--- config.mk ---
export PLATFORM = sky130hd
export DESIGN_NAME = cursor_tracker
export DESIGN_NICKNAME = d
export VERILOG_FILES = /design/src/rtl/cursor_tracker.sv
export SDC_FILE = /design/constraint.sdc
export NUM_CORES = 1
export LEC_CHECK = 0
export CAP_MARGIN = 20
export CORE_MARGIN = 2
export CORE_UTILIZATION = 25
export CTS_BUF_LIST = sky130_fd_sc_hd__clkbuf_16
export DETAILED_ROUTE_END_ITERATION = 10
export HOLD_SLACK_MARGIN = 0.08
export REMOVE_ABC_BUFFERS = 1
export SYNTH_ARGS = -nofsm -noshare
export SYNTH_HDL_FRONTEND = slang
export SYNTH_SLANG_ARGS = --single-unit
--- constraint.sdc ---
create_clock -name clk -period 4.8 [get_ports clk]
set_input_delay 0.48 -clock clk [delete_from_list [all_inputs] [get_ports clk]]
set_output_delay 0.48 -clock clk [all_outputs]
set_load 0.01 [all_outputs]
--- src/rtl/cursor_tracker.sv ---
// Etch-A-Sketch cursor: turns X/Y encoder count changes into a clamped cursor and pixel writes, plus a full-screen erase.
// Optional macro CURSOR_WRAP_EN: cursor position wraps modulo the screen size instead of saturating.
module cursor_tracker #(
    parameter int H_RES = 640,
    parameter int V_RES = 480,
    parameter int X_W   = 10,
    parameter int Y_W   = 9,
    parameter int STEP  = 1
) (
    input  logic           clk,
    input  logic           rst_n,
    input  logic [4:0]     x_enc,
    input  logic [4:0]     y_enc,
    input  logic           clr_req,
    output logic           wr_valid,
    input  logic           wr_ready,
    output logic [X_W-1:0] wr_x,
    output logic [Y_W-1:0] wr_y,
    output logic           wr_ink,
    output logic [X_W-1:0] cur_x,
    output logic [Y_W-1:0] cur_y,
    output logic           busy
);

    localparam int CW = ((X_W > Y_W) ? X_W : Y_W) + 4;

    typedef enum logic [1:0] {PRIME, IDLE, DRAW, CLEAR} state_t;

    state_t         state_r, state_s;
    logic [4:0]     x_prev_r, x_prev_s, y_prev_r, y_prev_s;
    logic [4:0]     dx_s, dy_s;
    logic           clr_pend_r, clr_pend_s;
    logic [X_W-1:0] cur_x_r, cur_x_s, wr_x_r, wr_x_s, new_x_s;
    logic [Y_W-1:0] cur_y_r, cur_y_s, wr_y_r, wr_y_s, new_y_s;
    logic           wr_valid_r, wr_valid_s, wr_ink_r, wr_ink_s, busy_r, busy_s;

    // New coordinate from old one plus signed 5-bit delta scaled by STEP; sum is always in range of CW signed bits.
    function automatic logic [CW-1:0] advance(input logic [CW-1:0] pos, input logic [4:0] d, input int res);
        logic signed [CW-1:0] sum;
        logic signed [CW-1:0] lim;
        sum = $signed(pos) + $signed({{(CW-5){d[4]}}, d}) * $signed(CW'(STEP));
        lim = $signed(CW'(res));
`ifdef CURSOR_WRAP_EN
        if (sum[CW-1]) begin
            advance = sum + lim;
        end else if (sum >= lim) begin
            advance = sum - lim;
        end else begin
            advance = sum;
        end
`else
        if (sum[CW-1]) begin
            advance = {CW{1'b0}};
        end else if (sum >= lim) begin
            advance = lim - $signed(CW'(1));
        end else begin
            advance = sum;
        end
`endif
    endfunction

    assign dx_s    = x_enc - x_prev_r;
    assign dy_s    = y_enc - y_prev_r;
    assign new_x_s = X_W'(advance(CW'(cur_x_r), dx_s, H_RES));
    assign new_y_s = Y_W'(advance(CW'(cur_y_r), dy_s, V_RES));

    // Next-state and next-output logic for the tracker FSM.
    always_comb begin
        state_s    = state_r;
        x_prev_s   = x_prev_r;
        y_prev_s   = y_prev_r;
        clr_pend_s = clr_pend_r;
        cur_x_s    = cur_x_r;
        cur_y_s    = cur_y_r;
        wr_valid_s = wr_valid_r;
        wr_x_s     = wr_x_r;
        wr_y_s     = wr_y_r;
        wr_ink_s   = wr_ink_r;
        case (state_r)
            PRIME: begin
                x_prev_s = x_enc;
                y_prev_s = y_enc;
                state_s  = IDLE;
            end
            IDLE: begin
                // Clear wins over a move; prev is held so the move is picked up afterwards.
                if (clr_pend_r || clr_req) begin
                    state_s    = CLEAR;
                    wr_valid_s = 1'b1;
                    wr_x_s     = {X_W{1'b0}};
                    wr_y_s     = {Y_W{1'b0}};
                    wr_ink_s   = 1'b0;
                end else if ((dx_s != 5'd0) || (dy_s != 5'd0)) begin
                    x_prev_s   = x_enc;
                    y_prev_s   = y_enc;
                    cur_x_s    = new_x_s;
                    cur_y_s    = new_y_s;
                    state_s    = DRAW;
                    wr_valid_s = 1'b1;
                    wr_x_s     = new_x_s;
                    wr_y_s     = new_y_s;
                    wr_ink_s   = 1'b1;
                end else begin
                    state_s = IDLE;
                end
            end
            DRAW: begin
                if (clr_req) begin
                    clr_pend_s = 1'b1;
                end else begin
                    clr_pend_s = clr_pend_r;
                end
                if (wr_ready) begin
                    wr_valid_s = 1'b0;
                    state_s    = IDLE;
                end else begin
                    state_s = DRAW;
                end
            end
            CLEAR: begin
                if (wr_ready) begin
                    if (wr_x_r == X_W'(H_RES - 1)) begin
                        wr_x_s = {X_W{1'b0}};
                        if (wr_y_r == Y_W'(V_RES - 1)) begin
                            wr_valid_s = 1'b0;
                            clr_pend_s = 1'b0;
                            state_s    = IDLE;
                        end else begin
                            wr_y_s = wr_y_r + Y_W'(1);
                        end
                    end else begin
                        wr_x_s = wr_x_r + X_W'(1);
                    end
                end else begin
                    state_s = CLEAR;
                end
            end
            default: begin
                state_s    = PRIME;
                wr_valid_s = 1'b0;
            end
        endcase
        busy_s = (state_s == DRAW) || (state_s == CLEAR);
    end

    // State and registered outputs.
    always_ff @(posedge clk or negedge rst_n) begin
        if (!rst_n) begin
            state_r    <= PRIME;
            x_prev_r   <= 5'd0;
            y_prev_r   <= 5'd0;
            clr_pend_r <= 1'b0;
            cur_x_r    <= X_W'(H_RES / 2);
            cur_y_r    <= Y_W'(V_RES / 2);
            wr_valid_r <= 1'b0;
            wr_x_r     <= {X_W{1'b0}};
            wr_y_r     <= {Y_W{1'b0}};
            wr_ink_r   <= 1'b0;
            busy_r     <= 1'b0;
        end else begin
            state_r    <= state_s;
            x_prev_r   <= x_prev_s;
            y_prev_r   <= y_prev_s;
            clr_pend_r <= clr_pend_s;
            cur_x_r    <= cur_x_s;
            cur_y_r    <= cur_y_s;
            wr_valid_r <= wr_valid_s;
            wr_x_r     <= wr_x_s;
            wr_y_r     <= wr_y_s;
            wr_ink_r   <= wr_ink_s;
            busy_r     <= busy_s;
        end
    end

    assign wr_valid = wr_valid_r;
    assign wr_x     = wr_x_r;
    assign wr_y     = wr_y_r;
    assign wr_ink   = wr_ink_r;
    assign cur_x    = cur_x_r;
    assign cur_y    = cur_y_r;
    assign busy     = busy_r;

endmodule
==> out/qor_table.md, run 1 <==
| Group | Parameter | Value |
| --- | --- | --- |
| outcome | Result of the run | complete, no violations |
| place | Placement Cell Area | 4740 um^2 |
| setup path | CP max stage delay | 550 ps |
| setup path | Reg2Reg Launch Point | x_prev_r[0] |
| final layout | Synthesis-to-finish area growth | 24.4% |
| global route | First-pass GRT wire length | 17900 um |
| setup path | Required time at the worst-slack endpoint | 4950 ps |
| sta | Max_slew headroom | 0.520 |
| routing | Routed wire length per instance | 15.0 um |
| final layout | Util after Layout | 0.320 |
| final layout | Commonest non-fill, non-tap cell in the layout | sky130_fd_sc_hd__clkdlybuf4s50_1 |
| yosys | Most area-consuming cells after synthesis | sky130_fd_sc_hd__dfrtp_1 (30%), sky130_fd_sc_hd__ha_1 (10%), sky130_fd_sc_hd__o21ai_0 (6.0%), sky130_fd_sc_hd__nand2_1 (4.4%), sky130_fd_sc_hd__dfstp_2 (4.0%) |
| setup path | Crit end category | register |
| sta | Hold Fails Final Rpt | 0 |
| global route | Pin count of the biggest net entering global routing | 54 |
| place | Total of buffers placed on input and output ports | 54 |
| sta | Final critical-path required period | 4390 ps |
| cts | Cell at the root of the clock tree | sky130_fd_sc_hd__clkbuf_16 |
| global route | Initial antenna violation count | 0 |
| sta | Final count of negative-setup-slack endpoints | 0 |
| final layout | Multi-input gate area in the final layout | 2440 um^2 |
| routing | Iteration count of the initial detailed-routing pass | 4 |
| setup path | Depth of the most critical reg-to-reg path | 15 |
| flow run | MaxCap Viol Count | 0 |
| place | Final HPWL from detailed placement | 8490 um |
| final layout | Fill cells | 1626 |
| routing | Initial detailed-routing violation count | 224 |
| die | Effective utilization at floorplan | 0.257 |
| die | Die Y | 129 um |
| worst hold path | Class of the tightest hold or removal check | input port to async pin |
| cts | Deepest clock path buffer count | 2 |
| routing | Detailed-route wire length | 10800 um |
| final layout | Reg area | 1330 um^2 |
| final layout | Number of nets in the finished design | 560 |
| yosys | Synth Warn # | 0 |
| setup path | Maximum fanout encountered on the critical timing path | 10 |
| yosys | Cell accounting for the most synthesized area | sky130_fd_sc_hd__dfrtp_1 |
| yosys | Post-synth top area share | 0.299 |
| setup path | CP Launch Type | input port |
| yosys | Proportion of synthesized chip area in sequential cells | 0.339 |
| yosys | Number of different library cells in the post-synthesis netlist | 56 |
| routing | Vias per cell | 4.99 |
| sta | Total Negative Setup Slacks | 0 ps |
| cts | Total clock buffers created by CTS | 5 |
| global route | Via count of the first global-routing pass | 3498 |
| routing | Total via count after detailed routing | 3600 |
| routing | Number of antenna-violating nets in the routed design | 0 |
| setup path | WP data arrival | 4540 ps |
| setup path | Capturing point of the worst reg2reg path | wr_x[5] |
| sta | Slew Viols, Final | 0 |
| final layout | Fraction of layout cells with a size suffix above 1 | 0.0705 |
| sta | Fmax | 0.228 GHz |
| die | Number of rows in the core area | 45 |
| cts | Clock slew at the register clock pins of the worst setup and hold paths | 70 ps |
| sta | Setup skew after layout | 6.69 ps |
| cts | CTS tree | done |
| cts | Post-CTS Setup Repair Bufs | 0 |
| setup path | Cell at the slowest stage of the critical path | sky130_fd_sc_hd__o311ai_0 |
| sta | Setup repair after global routing missed its margin | false |
| setup path | CP Class | input port to register |
| die | Die Outline Area | 16700 um^2 |
| die | Top-level port count | 55 |
| sta | Worst Max-Slew Pin Slew | 716 ps |
| setup path | Launch point of the worst path | x_enc[0] |
| place | Dpl ws | 19.5 ps |
| sta | Setup WS post-layout | 409 ps |
| die | Core Region | 15300 um^2 |
| final layout | Number of antenna repair diodes | 0 |
| cts | Number of H-tree levels | 2 |
| sta | Post-route fraction of the period consumed by the critical path | 0.915 |
| yosys | Post-synthesis sequential element count | 53 |
| routing | Residual DRC count | 0 |
| yosys | Top_reg_cell synth | sky130_fd_sc_hd__dfrtp_1 |
| cts | Latest clock arrival within the worst-skew pair | 290 ps |
| die | Horizontal extent of the die | 129 um |
| yosys | Synthesized cell area | 3930 um^2 |
| yosys | Number of enable flip-flop cells after synthesis | 0 |
| setup path | Cell-by-cell listing of the critical path | clkdlybuf4s50_1, inv_1, ha_1, inv_1, fa_1, a21o_1, a21oi_1, xnor2_1, inv_1, ha_1, nand3_1, a21oi_1, nor4b_1, nor3b_1, a21oi_1, o311ai_0, o21ai_0 |
| place | Gp weighted congestion | 0.853 |
| final layout | Non-Filler Cell Area, Final | 4890 um^2 |
| global route | Total routing usage reported by global routing | 0.134 |
| global route | Total grt overflow | 0 |
| yosys | Number of standard cells after synthesis | 451 |
| final layout | Commonest cells after routing, fill and taps aside | sky130_fd_sc_hd__clkdlybuf4s50_1 (53), sky130_fd_sc_hd__o21ai_0 (47), sky130_fd_sc_hd__dfrtp_1 (47) |
| yosys | Fraction of registers with async set or reset after synthesis | 1.00 |
| cts | Number of sinks on the clock net | 53 |
| yosys | Mean cell area of the mapped netlist | 8.72 um^2 |
| setup path | Setup slack, reg-to-reg | 710 ps |
## registers in the layout, indices dropped and copies added, names as in the netlist
register,flops
cur_x,10
wr_x,10
cur_y,9
wr_y,9
x_prev_r,5
y_prev_r,5
busy,1
clr_pend_r,1
state_r,1
wr_ink,1
wr_valid,1
## how the worst max path moves through the flow
| stage | cells past startpoint | to |
|---|---|---|
| after floorplan | 16 | cur_x[9] |
| after global placement | 17 | wr_x[1] |
| after detailed placement | 17 | wr_x[1] |
| after CTS | 17 | wr_x[1] |
| after global routing | 17 | wr_x[6] |
| final | 17 | wr_x[5] |
## cell usage after synthesis, types with 2 or more instances
master                      number
sky130_fd_sc_hd__a211o_1         3
sky130_fd_sc_hd__a211oi_1        4
sky130_fd_sc_hd__a21o_1          7
sky130_fd_sc_hd__a21oi_1        25
sky130_fd_sc_hd__a311oi_1        2
sky130_fd_sc_hd__a31oi_1         8
sky130_fd_sc_hd__a41oi_1         2
sky130_fd_sc_hd__and2_1          3
sky130_fd_sc_hd__and3_1          8
sky130_fd_sc_hd__buf_2           3
sky130_fd_sc_hd__clkbuf_1        6
sky130_fd_sc_hd__dfrtp_1        47
sky130_fd_sc_hd__dfstp_2         6
sky130_fd_sc_hd__fa_1            4
sky130_fd_sc_hd__ha_1           32
sky130_fd_sc_hd__inv_1          31
sky130_fd_sc_hd__mux2_4         10
sky130_fd_sc_hd__mux2i_1         2
sky130_fd_sc_hd__nand2_1        46
sky130_fd_sc_hd__nand2b_1        7
sky130_fd_sc_hd__nand3_1        17
sky130_fd_sc_hd__nand4_1         3
sky130_fd_sc_hd__nor2_1         28
sky130_fd_sc_hd__nor2b_1        11
sky130_fd_sc_hd__nor3_1         16
sky130_fd_sc_hd__nor4b_1         2
sky130_fd_sc_hd__o2111ai_1       2
sky130_fd_sc_hd__o211ai_1        9
sky130_fd_sc_hd__o21a_1          4
sky130_fd_sc_hd__o21ai_0        47
sky130_fd_sc_hd__o22ai_1         3
sky130_fd_sc_hd__o311ai_0        5
sky130_fd_sc_hd__or3_1           3
sky130_fd_sc_hd__xnor2_1        15
sky130_fd_sc_hd__xor2_1          9
## worst max-delay path, delay by kind of cell
family	cells	cell delay (ps)
AND/OR/NAND/NOR	3	520
adder cells (fa/ha/maj)	3	1010
buffers and inverters	4	780
XOR/XNOR	1	170
AO/OA/AOI/OAI	6	1570
## layer usage
layer,routed length [um],vias to the layer above,track usage
li1,-,1752,-
met1,5390,1727,0.194
met2,4650,105,0.201
met3,544,16,0.0277
met4,228,0,0.0373
met5,0,-,0
## area by class of cell
cell class | instances | area share
inverter | 31 | 0.0238
timing repair buffer | 62 | 0.122
sequential | 53 | 0.273
tap | 211 | 0.0540
clock buffer | 5 | 0.0256
multi-input combinational | 357 | 0.499
clock inverter | 3 | 0.00358
## cell families after synthesis
logic type      Yosys count  share of synthesized area
compound gates          134                      0.214
buf+inv                  41                     0.0420
fa+ha+maj                36                      0.122
mux                      12                     0.0433
flops                    53                      0.339
simple gates            151                      0.186
xor+xnor                 24                     0.0535
## what timing repair did
| item | 4_1_cts | 5_1_grt |
|---|---|---|
| hold buffers | 0 | 0 |
| endpoints found under the setup margin | 0 | 4 |
| resized for setup | 0 | 2 |
## through the flow
step | hold WS [ps] | std cells
6_report | 316 | 722
5_1_grt | 377 | 722
4_1_cts | 346 | 722
3_5_place_dp | 468 | 714
3_3_place_gp | 464 | 714
2_1_floorplan | 184 | 441
Power of run 1 is left out: the tool's default activity adds up to more than one toggle a clock period on the data nets, which glitch-free logic cannot reach.
==> run 2, diff against run 1 <==
- PLACE_DENSITY: unset -> 0.47
- clock period: 4.8 -> 5.05 ns (I/O delays scaled with it)
==> run 2 against run 1 <==
Against the previous run: global-route usage rose by 0.34 points; largest cell class unchanged; sequential share of layout area rose by 0.084 points; highest routed layer unchanged; count of clock-buffer cells in the layout did not move; final area fell by 0.31%; worst hold slack improved by 8.0 ps; register-to-register slack improved by 200 ps; clock skew fell by 1.4 ps; setup slack improved by 180 ps; critical path type unchanged; critical path depth did not move; die area did not move; first-iteration DRC count fell by 27%; final cell count fell by 0.14%; critical endpoint unchanged.
==> out/qor_table.md, run 2 (same netlist as run 1, synthesis figures left out) <==
| Group | Parameter | Value | Delta |
| --- | --- | --- | --- |
| outcome | Result of the run | complete, no violations |  |
| setup path | Maximum fanout encountered on the critical timing path | 10 | unchanged |
| global route | Met3 Usage GRT | 0.0248 | -0.00289 |
| cts | Post-CTS Setup Repair Bufs | 0 | unchanged |
| routing | Number of antenna-violating nets in the routed design | 0 | unchanged |
| sta | Setup skew after layout | 5.31 ps | -1.38 ps |
| global route | Via count of the first global-routing pass | 3487 | -0.31% |
| cts | Number of H-tree levels | 2 | unchanged |
| routing | Iteration count of the initial detailed-routing pass | 4 | unchanged |
| setup path | Depth of the most critical reg-to-reg path | 15 | unchanged |
| setup path | CP Launch Type | input port |  |
| final layout | Post-route non-filler standard cell count | 721 | -0.14% |
| cts | Latest clock arrival within the worst-skew pair | 300 ps | about the same |
| final layout | Commonest cells after routing, fill and taps aside | sky130_fd_sc_hd__clkdlybuf4s50_1 (53), sky130_fd_sc_hd__o21ai_0 (47), sky130_fd_sc_hd__dfrtp_1 (47) |  |
| final layout | Number of antenna repair diodes | 0 | unchanged |
| global route | Total routing usage reported by global routing | 0.137 | +0.00344 |
| setup path | Cell at the slowest stage of the critical path | sky130_fd_sc_hd__o311ai_0 |  |
| sta | Final critical-path required period | 4460 ps |  |
| place | Total of buffers placed on input and output ports | 54 | unchanged |
| setup path | Buf+Inv Stages, Crit Path | 4 | unchanged |
| global route | Pin count of the biggest net entering global routing | 54 | unchanged |
| sta | Setup repair after global routing missed its margin | false |  |
| cts | Cell at the root of the clock tree | sky130_fd_sc_hd__clkbuf_16 |  |
| setup path | Crit end category | register |  |
| setup path | WP data arrival | 4600 ps | +60 ps |
| place | Post-placement cell count | 713 | -0.14% |
| setup path | CP max stage delay | 720 ps | +170 ps |
| sta | Fmax | 0.224 GHz |  |
| final layout | Fill cells | 1668 | +2.6% |
| place | Placement Cell Area | 4740 um^2 | -0.16% |
| global route | Initial antenna violation count | 0 | unchanged |
| die | Core Region | 15300 um^2 | unchanged |
| global route | GR Util met1 | 0.183 | -0.0108 |
| sta | Post-route fraction of the period consumed by the critical path | 0.884 |  |
| place | Final HPWL from detailed placement | 8780 um | +3.3% |
| place | Gp weighted congestion | 0.843 | -1.2% |
| routing | Initial detailed-routing violation count | 164 | -27% |
| global route | Met2 track demand over resource in global routing | 0.224 | +0.0232 |
| flow run | MaxCap Viol Count | 0 | unchanged |
| cts | Number of sinks on the clock net | 53 | unchanged |
| cts | CTS tree | done |  |
| cts | Deepest clock path buffer count | 2 | unchanged |
| final layout | Number of nets in the finished design | 559 | -0.18% |
| setup path | CP Class | input port to register |  |
| routing | Residual DRC count | 0 | unchanged |
| die | Horizontal extent of the die | 129 um | unchanged |
| routing | Total via count after detailed routing | 3531 | -1.9% |
| setup path | Crit. path cell count | 17 | unchanged |
| setup path | Required time at the worst-slack endpoint | 5190 ps | +240 ps |
| worst hold path | Class of the tightest hold or removal check | input port to async pin |  |
| final layout | Non-Filler Cell Area, Final | 4880 um^2 | -0.31% |
| final layout | Commonest non-fill, non-tap cell in the layout | sky130_fd_sc_hd__clkdlybuf4s50_1 |  |
| cts | Hold-fix buffers at CTS | 0 | unchanged |
| global route | First-pass GRT wire length | 18000 um | +0.46% |
| sta | Worst Max-Slew Pin Slew | 754 ps | +38.0 ps |
| final layout | Reg area | 1330 um^2 | unchanged |
| cts | Resize count post-CTS | 0 | unchanged |
| sta | Slew Viols, Final | 0 | unchanged |
| global route | Most utilized layer in the global route result | met2 |  |
| final layout | Synthesis-to-finish area growth | 24.1% |  |
| cts | Clock slew at the register clock pins of the worst setup and hold paths | 70 ps | about the same |
| die | Effective utilization at floorplan | 0.257 | unchanged |
| setup path | Cell-by-cell listing of the critical path | clkdlybuf4s50_1, inv_1, ha_1, inv_1, fa_1, a21o_1, a21oi_1, xnor2_1, inv_1, ha_1, nand3_1, a21oi_1, nor4b_1, nor3b_1, a21oi_1, o311ai_0, o21ai_0 |  |
| final layout | Fraction of layout cells with a size suffix above 1 | 0.0647 | -0.00574 |
| sta | Max_slew headroom | 0.491 | -0.0296 |
| global route | Total grt overflow | 0 | unchanged |
| setup path | Worst path top cell family by delay | compound AO/OA/AOI/OAI gates |  |
| die | Top-level port count | 55 | unchanged |
| die | Die Outline Area | 16700 um^2 | unchanged |
| final layout | Multi-input gate area in the final layout | 2430 um^2 | -0.31% |
| sta | Final count of negative-setup-slack endpoints | 0 | unchanged |
| routing | Detailed-route wire length | 11200 um | +3.3% |
| routing | Vias per cell | 4.90 | -1.8% |
| sta | Hold Fails Final Rpt | 0 | unchanged |
| die | Die Y | 129 um | unchanged |
| die | Number of rows in the core area | 45 | unchanged |
| sta | Total Negative Setup Slacks | 0 ps | unchanged |
| routing | Routed wire length per instance | 15.5 um | +3.5% |
| cts | Total clock buffers created by CTS | 5 | unchanged |
==> run 2: cell types whose count changed in the layout (fill, tap and decap cells not counted) <==
cell / change
sky130_fd_sc_hd__xnor2_2: -1
sky130_fd_sc_hd__xnor2_1: +1
sky130_fd_sc_hd__clkinv_2: -1
sky130_fd_sc_hd__buf_4: -1
sky130_fd_sc_hd__clkinv_1: +1
sky130_fd_sc_hd__clkinvlp_4: -1
sky130_fd_sc_hd__o311ai_0: +1
sky130_fd_sc_hd__o311ai_1: -1
sky130_fd_sc_hd__clkinv_4: +1
==> run 2: worst reg2reg max path, cell delays in order (launching register included) <==
cell                       delay, ps
sky130_fd_sc_hd__dfrtp_1         350
sky130_fd_sc_hd__ha_1            160
sky130_fd_sc_hd__inv_1            50
sky130_fd_sc_hd__fa_1            390
sky130_fd_sc_hd__a21o_1          170
sky130_fd_sc_hd__a21oi_1         160
sky130_fd_sc_hd__xnor2_1         160
sky130_fd_sc_hd__inv_1           210
sky130_fd_sc_hd__ha_1            450
sky130_fd_sc_hd__nand3_1          90
sky130_fd_sc_hd__a21oi_1         250
sky130_fd_sc_hd__nor4b_1         100
sky130_fd_sc_hd__nor3b_1         300
sky130_fd_sc_hd__a21oi_1         210
sky130_fd_sc_hd__o311ai_0        720
sky130_fd_sc_hd__o21ai_0         200
==> run 2: final cells by class <==
cell class | instances | share of cell area
Multi-Input combinational cell | 357 | 0.499
Sequential cell | 53 | 0.273
Timing Repair Buffer | 61 | 0.121
Tap cell | 211 | 0.0541
Clock buffer | 5 | 0.0256
Inverter | 31 | 0.0239
Clock inverter | 3 | 0.00359
==> run 2: path summary, 6_finish.rpt <==
check / startpoint / slack [ps] / to
worst max-delay path: x_enc[0] / 590 / wr_x[5]
max in group asynchronous: rst_n / 4240 / y_prev_r[1]
worst max register to register: x_prev_r[0] / 910 / wr_x[5]
min in group clk: cur_x[6] / 490 / cur_x[6]
worst min-delay path: rst_n / 320 / wr_x[9]
worst min register to register: cur_x[6] / 490 / cur_x[6]
==> run 2: metrics by stage <==
stage / setup WS [ps] / hold slack, ps / utilization
after floorplan: 1140 / 209 / -
final: 587 / 324 / 0.319
after global routing: 182 / 398 / 0.319
after CTS: 492 / 380 / 0.319
after detailed placement: 172 / 489 / 0.309
after global placement: 229 / 485 / 0.309
==> run 2: layer usage <==
layer,up-vias,share of wire
met5,-,0
met4,0,0.017
met3,12,0.040
met2,61,0.48
met1,1703,0.47
li1,1755,-
Power of run 2 is left out for the same reason.
